## src/rtl/div_pkg.sv

```systemverilog
// Shared types for the sequential radix-2 divider.
// The divider walks these states in order, with early exits from PREP to DONE.
package div_pkg;

  typedef enum logic [2:0] {
    IDLE = 3'd0,
    PREP = 3'd1,
    ITER = 3'd2,
    FIX  = 3'd3,
    DONE = 3'd4
  } div_state_e;

endpackage

```

## src/rtl/div_step.sv

```systemverilog
// One restoring-division iteration: shift in the next dividend bit, trial-subtract the divisor.
module div_step #(
  parameter int WIDTH = 8
) (
  input  logic [WIDTH-1:0] rem_in,
  input  logic [WIDTH-1:0] q_in,
  input  logic [WIDTH:0]   divisor,
  output logic [WIDTH-1:0] rem_out,
  output logic [WIDTH-1:0] q_out
);

  logic [WIDTH:0] shifted;
  logic           borrow;

  // Quotient bit is 1 when the trial subtraction does not borrow.
  always_comb begin
    shifted = {rem_in, q_in[WIDTH-1]};
    borrow  = (shifted < divisor);
    if (borrow) begin
      rem_out = shifted[WIDTH-1:0];
      q_out   = {q_in[WIDTH-2:0], 1'b0};
    end else begin
      rem_out = WIDTH'(shifted - divisor);
      q_out   = {q_in[WIDTH-2:0], 1'b1};
    end
  end

endmodule

```

## src/rtl/seq_divider_rv.sv

```systemverilog
// Multi-cycle signed/unsigned restoring divider with valid/ready on both sides.
// One operation in flight; the result is held in DONE until the consumer takes it.
module seq_divider_rv
  import div_pkg::*;
#(
  parameter int WIDTH = 8
) (
  input  logic             clk,
  input  logic             reset_n,
  input  logic             in_valid,
  output logic             in_ready,
  input  logic             is_signed,
  input  logic [WIDTH-1:0] dividend,
  input  logic [WIDTH-1:0] divisor,
  input  logic             flush,
  output logic             out_valid,
  input  logic             out_ready,
  output logic [WIDTH-1:0] quotient,
  output logic [WIDTH-1:0] remainder,
  output logic             div_zero,
  output logic             overflow
);

  localparam int CNT_W = $clog2(WIDTH + 1);

  typedef struct packed {
    logic [WIDTH-1:0] quotient;
    logic [WIDTH-1:0] remainder;
    logic             div_zero;
    logic             overflow;
  } div_result_t;

  localparam logic [WIDTH-1:0] MIN_VAL = {1'b1, {(WIDTH-1){1'b0}}};

  div_state_e       state_q, state_d;
  logic             is_signed_q, is_signed_d;
  logic [WIDTH-1:0] dvd_q, dvd_d;
  logic [WIDTH-1:0] dvs_q, dvs_d;
  logic [WIDTH-1:0] rem_q, rem_d;
  logic [WIDTH-1:0] quo_q, quo_d;
  logic [WIDTH:0]   abs_dvs_q, abs_dvs_d;
  logic             q_neg_q, q_neg_d;
  logic             r_neg_q, r_neg_d;
  logic [CNT_W-1:0] cnt_q, cnt_d;
  div_result_t      res_q, res_d;

  logic [WIDTH-1:0] step_rem;
  logic [WIDTH-1:0] step_q;
  logic             dvd_neg;
  logic             dvs_neg;
  logic [WIDTH:0]   dvd_ext;
  logic [WIDTH:0]   dvs_ext;

  div_step #(.WIDTH(WIDTH)) u_step (
    .rem_in  (rem_q),
    .q_in    (quo_q),
    .divisor (abs_dvs_q),
    .rem_out (step_rem),
    .q_out   (step_q)
  );

  // Next-state, datapath and result logic; flush overrides everything.
  always_comb begin
    state_d     = state_q;
    is_signed_d = is_signed_q;
    dvd_d       = dvd_q;
    dvs_d       = dvs_q;
    rem_d       = rem_q;
    quo_d       = quo_q;
    abs_dvs_d   = abs_dvs_q;
    q_neg_d     = q_neg_q;
    r_neg_d     = r_neg_q;
    cnt_d       = cnt_q;
    res_d       = res_q;

    dvd_neg = is_signed_q & dvd_q[WIDTH-1];
    dvs_neg = is_signed_q & dvs_q[WIDTH-1];
    dvd_ext = {dvd_neg, dvd_q};
    dvs_ext = {dvs_neg, dvs_q};

    case (state_q)
      IDLE: begin
        if (in_valid) begin
          is_signed_d = is_signed;
          dvd_d       = dividend;
          dvs_d       = divisor;
          state_d     = PREP;
        end else begin
          state_d = IDLE;
        end
      end
      PREP: begin
        if (dvs_q == {WIDTH{1'b0}}) begin
          res_d.quotient  = {WIDTH{1'b1}};
          res_d.remainder = dvd_q;
          res_d.div_zero  = 1'b1;
          res_d.overflow  = 1'b0;
          state_d         = DONE;
        end else if (is_signed_q && (dvd_q == MIN_VAL) && (dvs_q == {WIDTH{1'b1}})) begin
          res_d.quotient  = MIN_VAL;
          res_d.remainder = {WIDTH{1'b0}};
          res_d.div_zero  = 1'b0;
          res_d.overflow  = 1'b1;
          state_d         = DONE;
        end else begin
          // Magnitudes are taken on WIDTH+1 bits so |MIN| does not wrap.
          rem_d     = {WIDTH{1'b0}};
          quo_d     = WIDTH'(dvd_neg ? ((~dvd_ext) + (WIDTH+1)'(1)) : dvd_ext);
          abs_dvs_d = dvs_neg ? ((~dvs_ext) + (WIDTH+1)'(1)) : dvs_ext;
          q_neg_d   = dvd_neg ^ dvs_neg;
          r_neg_d   = dvd_neg;
          cnt_d     = CNT_W'(WIDTH);
          state_d   = ITER;
        end
      end
      ITER: begin
        rem_d = step_rem;
        quo_d = step_q;
        cnt_d = cnt_q - CNT_W'(1);
        if (cnt_q == CNT_W'(1)) begin
          state_d = FIX;
        end else begin
          state_d = ITER;
        end
      end
      FIX: begin
        res_d.quotient  = q_neg_q ? ((~quo_q) + WIDTH'(1)) : quo_q;
        res_d.remainder = r_neg_q ? ((~rem_q) + WIDTH'(1)) : rem_q;
        res_d.div_zero  = 1'b0;
        res_d.overflow  = 1'b0;
        state_d         = DONE;
      end
      DONE: begin
        if (out_ready) begin
          state_d = IDLE;
        end else begin
          state_d = DONE;
        end
      end
      default: begin
        state_d = IDLE;
      end
    endcase

    if (flush) begin
      state_d = IDLE;
      res_d   = '0;
    end else begin
      state_d = state_d;
    end
  end

  // State, operand and result registers.
  always_ff @(posedge clk or negedge reset_n) begin
    if (!reset_n) begin
      state_q     <= IDLE;
      is_signed_q <= 1'b0;
      dvd_q       <= {WIDTH{1'b0}};
      dvs_q       <= {WIDTH{1'b0}};
      rem_q       <= {WIDTH{1'b0}};
      quo_q       <= {WIDTH{1'b0}};
      abs_dvs_q   <= {(WIDTH+1){1'b0}};
      q_neg_q     <= 1'b0;
      r_neg_q     <= 1'b0;
      cnt_q       <= {CNT_W{1'b0}};
      res_q       <= '0;
    end else begin
      state_q     <= state_d;
      is_signed_q <= is_signed_d;
      dvd_q       <= dvd_d;
      dvs_q       <= dvs_d;
      rem_q       <= rem_d;
      quo_q       <= quo_d;
      abs_dvs_q   <= abs_dvs_d;
      q_neg_q     <= q_neg_d;
      r_neg_q     <= r_neg_d;
      cnt_q       <= cnt_d;
      res_q       <= res_d;
    end
  end

  assign in_ready  = (state_q == IDLE);
  assign out_valid = (state_q == DONE);
  assign quotient  = res_q.quotient;
  assign remainder = res_q.remainder;
  assign div_zero  = res_q.div_zero;
  assign overflow  = res_q.overflow;

endmodule

```

## config.mk

```make
export PLATFORM = sky130hd
export DESIGN_NAME = seq_divider_rv
export DESIGN_NICKNAME = d
export VERILOG_FILES = /design/src/rtl/div_pkg.sv /design/src/rtl/div_step.sv /design/src/rtl/seq_divider_rv.sv
export SDC_FILE = /design/constraint.sdc
export NUM_CORES = 1
export LEC_CHECK = 0
export BUFFER_PORTS_ARGS = -buffer_cell sky130_fd_sc_hd__buf_2
export CORE_ASPECT_RATIO = 0.5
export CORE_MARGIN = 2
export CORE_UTILIZATION = 23
export CTS_CLUSTER_DIAMETER = 80
export DETAILED_ROUTE_END_ITERATION = 8
export PLACE_DENSITY_LB_ADDON = 0.3
export REMOVE_ABC_BUFFERS = 1
export SETUP_SLACK_MARGIN = 0.05
export SLEW_MARGIN = 20
export SYNTH_ARGS = -nofsm -noshare
export SYNTH_HDL_FRONTEND = slang
export SYNTH_SLANG_ARGS = --single-unit
```

## constraint.sdc

```tcl
create_clock -name clk -period 3.5 [get_ports clk]
set_input_delay 0.7 -clock clk [delete_from_list [all_inputs] [get_ports clk]]
set_output_delay 0.7 -clock clk [all_outputs]
set_load 0.02 [all_outputs]
```

==> out/metrics.cfg <==
[run_status]
outcome=finished, final reports clean

[global_route]
overflow=0
grt_start_max_net_pins=40
global_route_wire_length_before_repair_um=16300
grt_antenna_before_repair=1
grt.total_usage_pct=11.7
grt_pass1_vias=3091

[layout]
layout-drive-gt1-share_pct=17.3
final_cell_mix=sky130_fd_sc_hd__dfrtp_1 (69), sky130_fd_sc_hd__nand2_1 (57), sky130_fd_sc_hd__buf_2 (41)
final_nets=501
antenna_cells=0
final_core_utilization_pct=28.0
area_growth_pct=18.0
mostFrequentLayoutCell=sky130_fd_sc_hd__dfrtp_1

[floorplanning]
core-area_sq_mm=0.0166
top_level_ports=42
floorplan.initialDensity_pct=23.7
dieArea_sq_mm=0.0182
standard_cell_rows=33
dieWidth_um=189
floorplan.die.height_um=96.4

[timing]
timing_worst_slew_pin_value_ns=0.976
max_clock_freq_mhz=406
hold_viol=0
grt_setup_unrepaired=no
final_period_minus_worst_setup_slack_ns=2.46
setup-violations-final=0
post-route-worst-setup-slack_ns=1.04
timing.final.crit_share_pct=70.3
finClkSkew_ns=0.00539
slew_headroom_pct=34.9
total_neg_setup_slack_ns=0
final_max_slew_viol_count=0

[setup_path]
critical_path.startpoint_type=flop
cp.required_ns=3.75
arrival_ns=2.71
cp-end-kind=flop
criticalPathCategory=flop to flop
crit_path_max_fanout=15

[place]
portBuffers=41
dpl.hpwl_um=7490
dp_worst_setup_slack_ns=0.930
globalplace.congestion=0.884

[synthesis]
synthesis.area_sq_mm=0.00393
synth_flop_cell=sky130_fd_sc_hd__dfrtp_1
ys_warn_count=0
ys_ff_latch=69
synthesis.instances=423
synth_edf_count=0
yosysUniqueCellTypes=59
seq_area_frac_synth_pct=43.9
async_flop_share_pct=100
synth_area_per_cell_sq_um=9.29

[cts]
post_cts.repair.setup_buffers=0
clock_insertion_delay_worst_skew_ns=0.34
cts_resized=0
cts.htree.levels=3
cts_root_buffer=sky130_fd_sc_hd__clkbuf_16
hold_buffers=0
tritoncts_clock_tree=yes
cts_buffer_depth=2
numCtsBuffers=9
clock_transition_at_path_regs_ns=0.05
clock_sink_count=69

[power]
totalPowerFinal_w=0.00334
peak_supply_drop_mv=0.275
p_leak_nw=2.08
power_per_standard_cell_area_mw_per_mm2=720

[route]
vias_per_instance=4.45
drt_pass1_iterations=4
drtIter0Drc=204
route.vias.total=3090
wl_per_cell_um=14.4
antenna_viol_nets_final=0
postRouteWirelength_um=10000
post-route-drc-count=0

[run]
drv.max_cap_violation_count=0

[hold_path]
timing.hold.worst.class=input port to async pin

worst paths after layout:
check	to	start	slack [ns]	depth (start not counted)
max in group asynchronous	cnt_q[0]	reset_n	2.37	2
max reg2reg	quo_q[0]	dvd_q[0]	1.04	9
min reg2reg	quotient[0]	quotient[0]	0.46	2
min in group clk	quotient[0]	quotient[0]	0.46	2
max	quo_q[0]	dvd_q[0]	1.04	9
min	dvs_q[0]	reset_n	0.45	1
synth_stat cells, types with 6 or more instances:
cell / count / area share (%)
sky130_fd_sc_hd__nor3_1: 17 / 2.2
sky130_fd_sc_hd__inv_1: 27 / 2.6
sky130_fd_sc_hd__xor2_1: 10 / 2.2
sky130_fd_sc_hd__xnor2_1: 18 / 4.0
sky130_fd_sc_hd__a221o_1: 8 / 2.0
sky130_fd_sc_hd__o22ai_1: 6 / 0.96
sky130_fd_sc_hd__nor2_1: 39 / 3.7
sky130_fd_sc_hd__ha_1: 16 / 5.1
sky130_fd_sc_hd__a21oi_1: 15 / 1.9
sky130_fd_sc_hd__o31ai_1: 7 / 1.3
sky130_fd_sc_hd__mux2_2: 11 / 3.2
sky130_fd_sc_hd__o21ai_0: 29 / 3.7
sky130_fd_sc_hd__dfrtp_1: 69 / 44
sky130_fd_sc_hd__buf_2: 9 / 1.1
sky130_fd_sc_hd__nor2b_1: 8 / 1.3
sky130_fd_sc_hd__clkbuf_1: 6 / 0.57
sky130_fd_sc_hd__nand2_1: 57 / 5.4
power breakdown:
group	switching, W	internal (W)	total (W)
logic	0.000682	0.000590	0.00127
registers	0.000268	0.000996	0.00126
clock network	0.000324	0.000478	0.000802
total	0.00127	0.00206	0.00334
cell families after synthesis:
group           after synthesis  synth area share, %
simple gates                156                 18.8
compound gates               94                 16.5
flops                        69                 43.9
buf+inv                      44                 4.68
xor+xnor                     28                 6.24
fa+ha+maj                    17                 5.61
mux                          15                 4.17
sequential cells by signal (all words and copies together) (netlist names), 3 cells and up:
| signal | count |
|---|---|
| abs_dvs_q | 9 |
| quo_q | 8 |
| state_q | 3 |
| cnt_q | 4 |
| dvs_q | 8 |
| dvd_q | 8 |
| remainder | 8 |
| rem_q | 8 |
| quotient | 8 |
final cells by class:
| class | count | area [sq um] |
|---|---|---|
| clock buffers | 14 | 244 |
| clock inverters | 2 | 10.0 |
| fillers | 1779 | 11900 |
| inverters | 27 | 101 |
| multi-input cells | 310 | 2020 |
| flip-flops and latches | 69 | 1730 |
| well taps | 227 | 284 |
| repair buffers | 45 | 248 |
metal layers:
layer / track usage (%) / up-vias / wire length (um)
li1: - / 1560 / -
met1: 15.2 / 1473 / 4960
met2: 18.8 / 44 / 4450
met3: 3.68 / 11 / 464
met4: 3.84 / 2 / 127
met5: 0 / - / 13
metrics by stage:
step | cell area (sq um) | cells | hold WS, ns
2_1_floorplan | 3850 | 406 | 0.404
3_3_place_gp | 4380 | 678 | 0.451
3_5_place_dp | 4380 | 678 | 0.451
4_1_cts | 4630 | 694 | 0.463
5_1_grt | 4630 | 694 | 0.512
6_report | 4630 | 694 | 0.455
critical path, cell delays in order (launching register included):
cell                      delay, ns
sky130_fd_sc_hd__dfrtp_1       0.41
sky130_fd_sc_hd__inv_1         0.09
sky130_fd_sc_hd__ha_1          0.25
sky130_fd_sc_hd__and4b_1       0.23
sky130_fd_sc_hd__nand4_1       0.24
sky130_fd_sc_hd__nand2_1       0.16
sky130_fd_sc_hd__nor2_2        0.44
sky130_fd_sc_hd__buf_4         0.29
sky130_fd_sc_hd__nand2_1       0.09
sky130_fd_sc_hd__a31oi_1       0.18
No activity file was read; power rests on OpenSTA's default activity.
